--- src/rtl/ctrl_pkg.sv ---
// rtl/ctrl_pkg.sv - state numbers, ALU op codes and condition codes for the control sequencer
//
// Shared by control_sequencer and cond_eval. State numbers match the
// instruction encoder's 6-bit output so DECODE can dispatch on it directly.
package ctrl_pkg;

    typedef enum logic [5:0] {
        ST_RESET   = 6'd0,
        ST_FETCH0  = 6'd1,
        ST_FETCH1  = 6'd2,
        ST_FETCH2  = 6'd3,
        ST_DECODE  = 6'd4,
        ST_ADD_RR  = 6'd10,
        ST_ADD_IMM = 6'd11,
        ST_ADD_SH  = 6'd12,
        ST_CMP     = 6'd13,
        ST_MOV     = 6'd14,
        ST_LDR0    = 6'd20,
        ST_LDR1    = 6'd21,
        ST_LDR2    = 6'd22,
        ST_STR0    = 6'd25,
        ST_STR1    = 6'd26,
        ST_STR2    = 6'd27,
        ST_B       = 6'd30,
        ST_FAULT   = 6'd63
    } state_e;

    // Code 0 is reserved for "no operation" so an idle decode drives all zeros.
    typedef enum logic [3:0] {
        ALU_NONE  = 4'd0,
        ALU_ADD   = 4'd1,
        ALU_SUB   = 4'd2,
        ALU_PASSB = 4'd3,
        ALU_PC4   = 4'd4
    } alu_op_e;

    typedef enum logic [3:0] {
        COND_EQ = 4'b0000,
        COND_NE = 4'b0001,
        COND_CS = 4'b0010,
        COND_CC = 4'b0011,
        COND_MI = 4'b0100,
        COND_PL = 4'b0101,
        COND_VS = 4'b0110,
        COND_VC = 4'b0111,
        COND_HI = 4'b1000,
        COND_LS = 4'b1001,
        COND_GE = 4'b1010,
        COND_LT = 4'b1011,
        COND_GT = 4'b1100,
        COND_LE = 4'b1101,
        COND_AL = 4'b1110,
        COND_NV = 4'b1111
    } cond_e;

    // Encoder outputs that DECODE is allowed to dispatch to.
    function automatic logic is_exec_state(input logic [5:0] s);
        case (s)
            6'd10, 6'd11, 6'd12, 6'd13, 6'd14, 6'd20, 6'd25, 6'd30: is_exec_state = 1'b1;
            default:                                                 is_exec_state = 1'b0;
        endcase
    endfunction

    // States that stall on memory-operation-complete.
    function automatic logic is_wait_state(input logic [5:0] s);
        is_wait_state = (s == 6'd3) || (s == 6'd21) || (s == 6'd27);
    endfunction

endpackage

--- src/rtl/cond_eval.sv ---
// rtl/cond_eval.sv - ARM condition field evaluation against NZCV
//
// Ports:
//   ir_cond   in  4  IR[31:28]
//   flags     in  4  {N,Z,C,V}
//   cond_pass out 1  instruction may execute
module cond_eval
    import ctrl_pkg::*;
(
    input  logic [3:0] ir_cond,
    input  logic [3:0] flags,
    output logic       cond_pass
);

    logic n_f, z_f, c_f, v_f;

    always_comb begin
        {n_f, z_f, c_f, v_f} = flags;
        cond_pass = 1'b0;
        case (ir_cond)
            COND_EQ: cond_pass = z_f;
            COND_NE: cond_pass = !z_f;
            COND_CS: cond_pass = c_f;
            COND_CC: cond_pass = !c_f;
            COND_MI: cond_pass = n_f;
            COND_PL: cond_pass = !n_f;
            COND_VS: cond_pass = v_f;
            COND_VC: cond_pass = !v_f;
            COND_HI: cond_pass = c_f && !z_f;
            COND_LS: cond_pass = !c_f || z_f;
            COND_GE: cond_pass = (n_f == v_f);
            COND_LT: cond_pass = (n_f != v_f);
            COND_GT: cond_pass = !z_f && (n_f == v_f);
            COND_LE: cond_pass = z_f || (n_f != v_f);
            COND_AL: cond_pass = 1'b1;
            default: cond_pass = 1'b0;
        endcase
    end

endmodule

--- config.mk ---
export PLATFORM = sky130hd
export DESIGN_NAME = cond_eval
export DESIGN_NICKNAME = d
export VERILOG_FILES = /design/src/rtl/ctrl_pkg.sv /design/src/rtl/cond_eval.sv
export SDC_FILE = /design/constraint.sdc
export NUM_CORES = 1
export LEC_CHECK = 0
export ABC_CLOCK_PERIOD_IN_PS = 1700
export CAP_MARGIN = 10
export CORE_AREA = 2 2 39 41
export DETAILED_ROUTE_END_ITERATION = 10
export DIE_AREA = 0 0 41 43
export GPL_TIMING_DRIVEN = 0
export PLACE_DENSITY = 0.33
export SLEW_MARGIN = 20
export SYNTH_ARGS = -nofsm -noshare
export SYNTH_HDL_FRONTEND = slang
export SYNTH_SLANG_ARGS = --single-unit
--- constraint.sdc ---
create_clock -name vclk -period 1.7
set_input_delay 0.34 -clock vclk [all_inputs]
set_output_delay 0.34 -clock vclk [all_outputs]
set_load 0.01 [all_outputs]
==> Yosys cells after proc, flatten, opt, wreduce, memory -nomap -nowiden <==
Index checks and enable logic that the tools add are counted.
{ "word_totals": {"register_bits": 0} }
{ "classes": {"n_mux": 1, "eq_ne": 16, "n_reduce_logical": 9} }
{ "op_table": {"columns": ["op", "count"], "rows": [
  ["equality test 4 bit (second input constant)", 7],
  ["equality test 4 x 3 -> 1 bit (second input constant)", 4],
  ["case mux 1 bit (15 select lines)", 1],
  ["equality test 4 x 2 -> 1 bit (second input constant)", 2],
  ["equality test 4 x 1 -> 1 bit (second input constant)", 1],
  ["logical NOT 1 bit", 4],
  ["logical NOT 4 bit", 1],
  ["logical AND 1 bit", 2],
  ["logical OR 1 bit", 2],
  ["equality test 1 bit", 1],
  ["inequality test 1 bit", 1]
]} }

==> Longest topological paths before layout <==
Gate-level depths: netlist of run 1.
{ "logic_depth": {"depth_word": 3, "ltp_mapped": 5, "depth_no_buf": 4} }

==> Worst setup path before layout of run 1 <==
No wires, ideal clock.
{ "synth_timing": {"path_type": "in2out", "from": "in ir_cond[3]", "to": "out cond_pass", "arrival_ns": 1.243, "path_stages": 5, "path_buffers": 1, "slack_ns": 0.117, "cell_sequence": "buf_2 -> or2b_1 -> o22ai_1 -> a211o_1 -> a211o_1"} }
{ "synth_between": {"elab_chain_len": 2} }
{ "synth_lines": {"columns": ["element", "line_no", "text"], "rows": [
  ["start, declared", "cond_eval.sv:10", "input logic [3:0] ir_cond,"],
  ["equality test 4 bit (tied with other cells)", "cond_eval.sv:20", "case (ir_cond)"],
  ["case mux 1 bit (15 select lines) (*)", "cond_eval.sv:20", null],
  ["end, declared", "cond_eval.sv:12", "output logic cond_pass"]
]} }
Every way passes the cells marked *; elsewhere a longest branch is shown, timed or not.

==> Final worst setup path of run 1 <==
{ "layout_timing": {"from": "in flags[2]", "to": "out cond_pass"} }
{ "layout_between": {"elab_chain_len": 3} }
{ "layout_lines": {"columns": ["element", "line_no", "text"], "rows": [
  ["start, declared", "cond_eval.sv:11", "input logic [3:0] flags,"],
  ["logical NOT 1 bit", "cond_eval.sv:22, cond_eval.sv:29, cond_eval.sv:33", null],
  ["logical AND 1 bit, on equally long branches", "cond_eval.sv:33, cond_eval.sv:29", null],
  ["case mux 1 bit (15 select lines) (*)", "cond_eval.sv:20", null]
]} }
Marks and branches as above.

==> results of run 1 <==
power groups by stage:
stage / Combinational, W / Clock, W / Sequential, W
2_1_floorplan: 0.0000390 / 0 / 0
3_3_place_gp: 0.0000715 / 0 / 0
3_5_place_dp: 0.0000719 / 0 / 0
4_1_cts: 0.0000869 / 0 / 0
5_1_grt: 0.000103 / 0 / 0
6_report: 0.0000951 / 0 / 0
through the flow:
step                      instances  utilization  total power [W]  cell area [µm²]  setup slack (ns)
after floorplan                  28            -       0.00003903            193.9            0.1169
after global placement           51       0.2052       0.00007146            284.0           -0.9602
after detailed placement         51       0.2052       0.00007192            284.0           -0.9594
after CTS                        54       0.2450       0.00008693            339.1          -0.05679
after global routing             55       0.2667        0.0001030            369.1          -0.09741
final                            55       0.2667       0.00009515            369.1          -0.06304
per-layer routing:
metal / share of wire / GRT usage
met1: 0.42 / 0.1051
met2: 0.52 / 0.1469
met3: 0.057 / 0
met4: 0 / 0
met5: 0 / 0
layout make-up:
type / count / area, µm²
well taps: 16 / 20.02
repair buffers: 11 / 112.6
multi-input cells: 26 / 220.2
fillers: 159 / 1015
plain buffers: 2 / 16.27
worst max-delay path, stage by stage:
cell,delay (ns)
buf_8,0.10
and3b_2,0.25
a221oi_2,0.06
a211o_1,0.28
a211o_1,0.25
buf_2,0.14
final timing paths:
path / start / to / slack (ns)
worst min-delay path: ir_cond[3] / cond_pass / 1.20
worst max-delay path: flags[2] / cond_pass / -0.06
cell families after synthesis:
family | after synthesis
AND/OR/NAND/NOR | 12
XOR/XNOR | 2
AO/OA/AOI/OAI | 11
multiplexers | 1
buffers and inverters | 2
layout by cell type (no fill, tap or decap):
cell type	count
o31ai_1	1
and3b_2	1
buf_8	2
clkbuf_2	1
buf_12	1
or2b_1	1
a211o_1	2
nand2b_1	2
nor3_1	2
buf_6	2
clkdlybuf4s15_2	1
nor3b_1	1
xnor2_4	1
a22oi_2	1
nor2b_4	1
buf_4	4
buf_2	2
mux2_4	1
nand2_1	2
a21oi_1	2
nor2_1	2
a221oi_2	1
a21oi_2	1
xor2_1	1
o211ai_1	2
o22ai_1	1
repair_timing:
item                                    in CTS  in global routing
endpoints found under the setup margin       1                  1
buffers inserted                             3                  1
resized for setup                           43                  6
pin swaps                                    6                  4
hold buffers                                 0                  0
==> flow_metrics.py, run 1 <==
metrics = {
    "power": {
        "p_int_w": 0.00005535,
        "p_leak_nw": 0.1551,
        "pwr-share-seq": 0,
        "p_sw_w": 0.00003979,
        "pwr-share-clk": 0,
        "switching_share": 0.4182,
        "peakVddDrop_mv": 0.06925,
        "power_density_nw_per_um2": 257.8,
        "pwr-share-comb": 1.000,
    },
    "route": {
        "routed_wl_um": 649,
        "first_pass_iters": 1,
        "drtAntennaViolNets": 0,
        "drtIter0Drc": 0,
        "wire_per_inst_um": 11.80,
        "drc": 0,
        "post_drt_via_cell_ratio": 4.673,
        "vias": 257,
    },
    "logic_synthesis": {
        "yosysMostFrequentCell": "a21oi_1",
        "syn-num-nets": 36,
        "yosysUniqueCellTypes": 20,
        "synth_top_cell_by_area": "a211o_1",
        "synthTopCellsByArea": "a211o_1 (9.0%), xnor2_2 (8.4%), a21oi_1 (7.7%)",
        "synth-simple-area-share": 0.3484,
        "ys_seq_area_frac": 0,
        "synthAdderAreaFrac": 0,
        "syn-instance-count": 28,
        "syn-cell-area_um2": 193.9,
        "yosysWarnings": 0,
        "muxShareOfSynthArea": 0.07742,
        "synth_xor_area_frac": 0.1290,
        "synth_top_family_by_area": "compound AO/OA/AOI/OAI gates",
        "synth_top_area_frac": 0.09032,
        "syn_area_per_cell_um2": 6.926,
        "synth_compound_area_frac": 0.4000,
    },
    "sta": {
        "fmax_ghz": 0.5672,
        "drv_slew": 0,
        "fin_hold_ws_ns": 1.196,
        "finalHoldViolCount": 0,
        "postLayoutSetupSlackWorst_ns": -0.06304,
        "max_slew_margin": 0.8705,
        "min_period_over_period": 1.037,
        "rsz0062_at_grt": "true",
        "setup_viol": 1,
        "post-route-min-period_ns": 1.763,
        "worstMarginPinSlew_ns": 0.1926,
        "fin_tns_setup_ns": -0.06304,
    },
    "floorplan": {
        "num_io_pins": 9,
        "coreArea_um2": 1384,
        "start_util": 0.1401,
        "dieArea_um2": 1763,
        "die_x_um": 41,
        "fp.dieH_um": 43,
        "row_count": 14,
    },
    "global_route": {
        "grt_max_degree": 10,
        "grt-ovfl-total": 0,
        "grt_usage": 0.08008,
        "antenna_found_initial": 0,
        "grt_pass1_vias": 259,
        "grt_pass1_wl_um": 1055,
    },
    "worst_setup_path": {
        "criticalPathCategory": "in2out",
        "path_max_fanout": 4,
        "worst_ep_arrival_time_ns": 1.42,
        "startpoint_type": "primary input",
        "required_ns": 1.36,
        "crit_path_end_kind": "output port",
    },
    "final_layout": {
        "n_antenna_cell": 0,
        "nFlopsAndLatches": 0,
        "clkbuf_count": 0,
        "final-seq-area_um2": 0,
        "drive_gt1_frac": 0.5128,
        "synthToLayoutAreaGrowth_pct": 90.32,
        "nets": 49,
    },
    "placed_design": {
        "portBuffers": 7,
        "place.gp.congestion": 0.6143,
        "hpwlAfterDp_um": 423.2,
    },
    "outcome": {
        "violations": "negative setup slack",
        "status": "finished, violations left",
    },
    "worst_hold_path": {
        "hold_class": "in2out",
        "worstHoldPathCells": 4,
    },
    "job": {
        "maxCapViolCount": 0,
    },
}
Note: power is estimated with default switching activity, not from simulation.
==> inputs of run 2 (changes only) <==
- ABC_CLOCK_PERIOD_IN_PS: 1700 -> not set
- SETUP_SLACK_MARGIN: not set -> 0.1
==> results of run 2 <==
No change in the layout: final DEF, timing and power equal those of run 1.
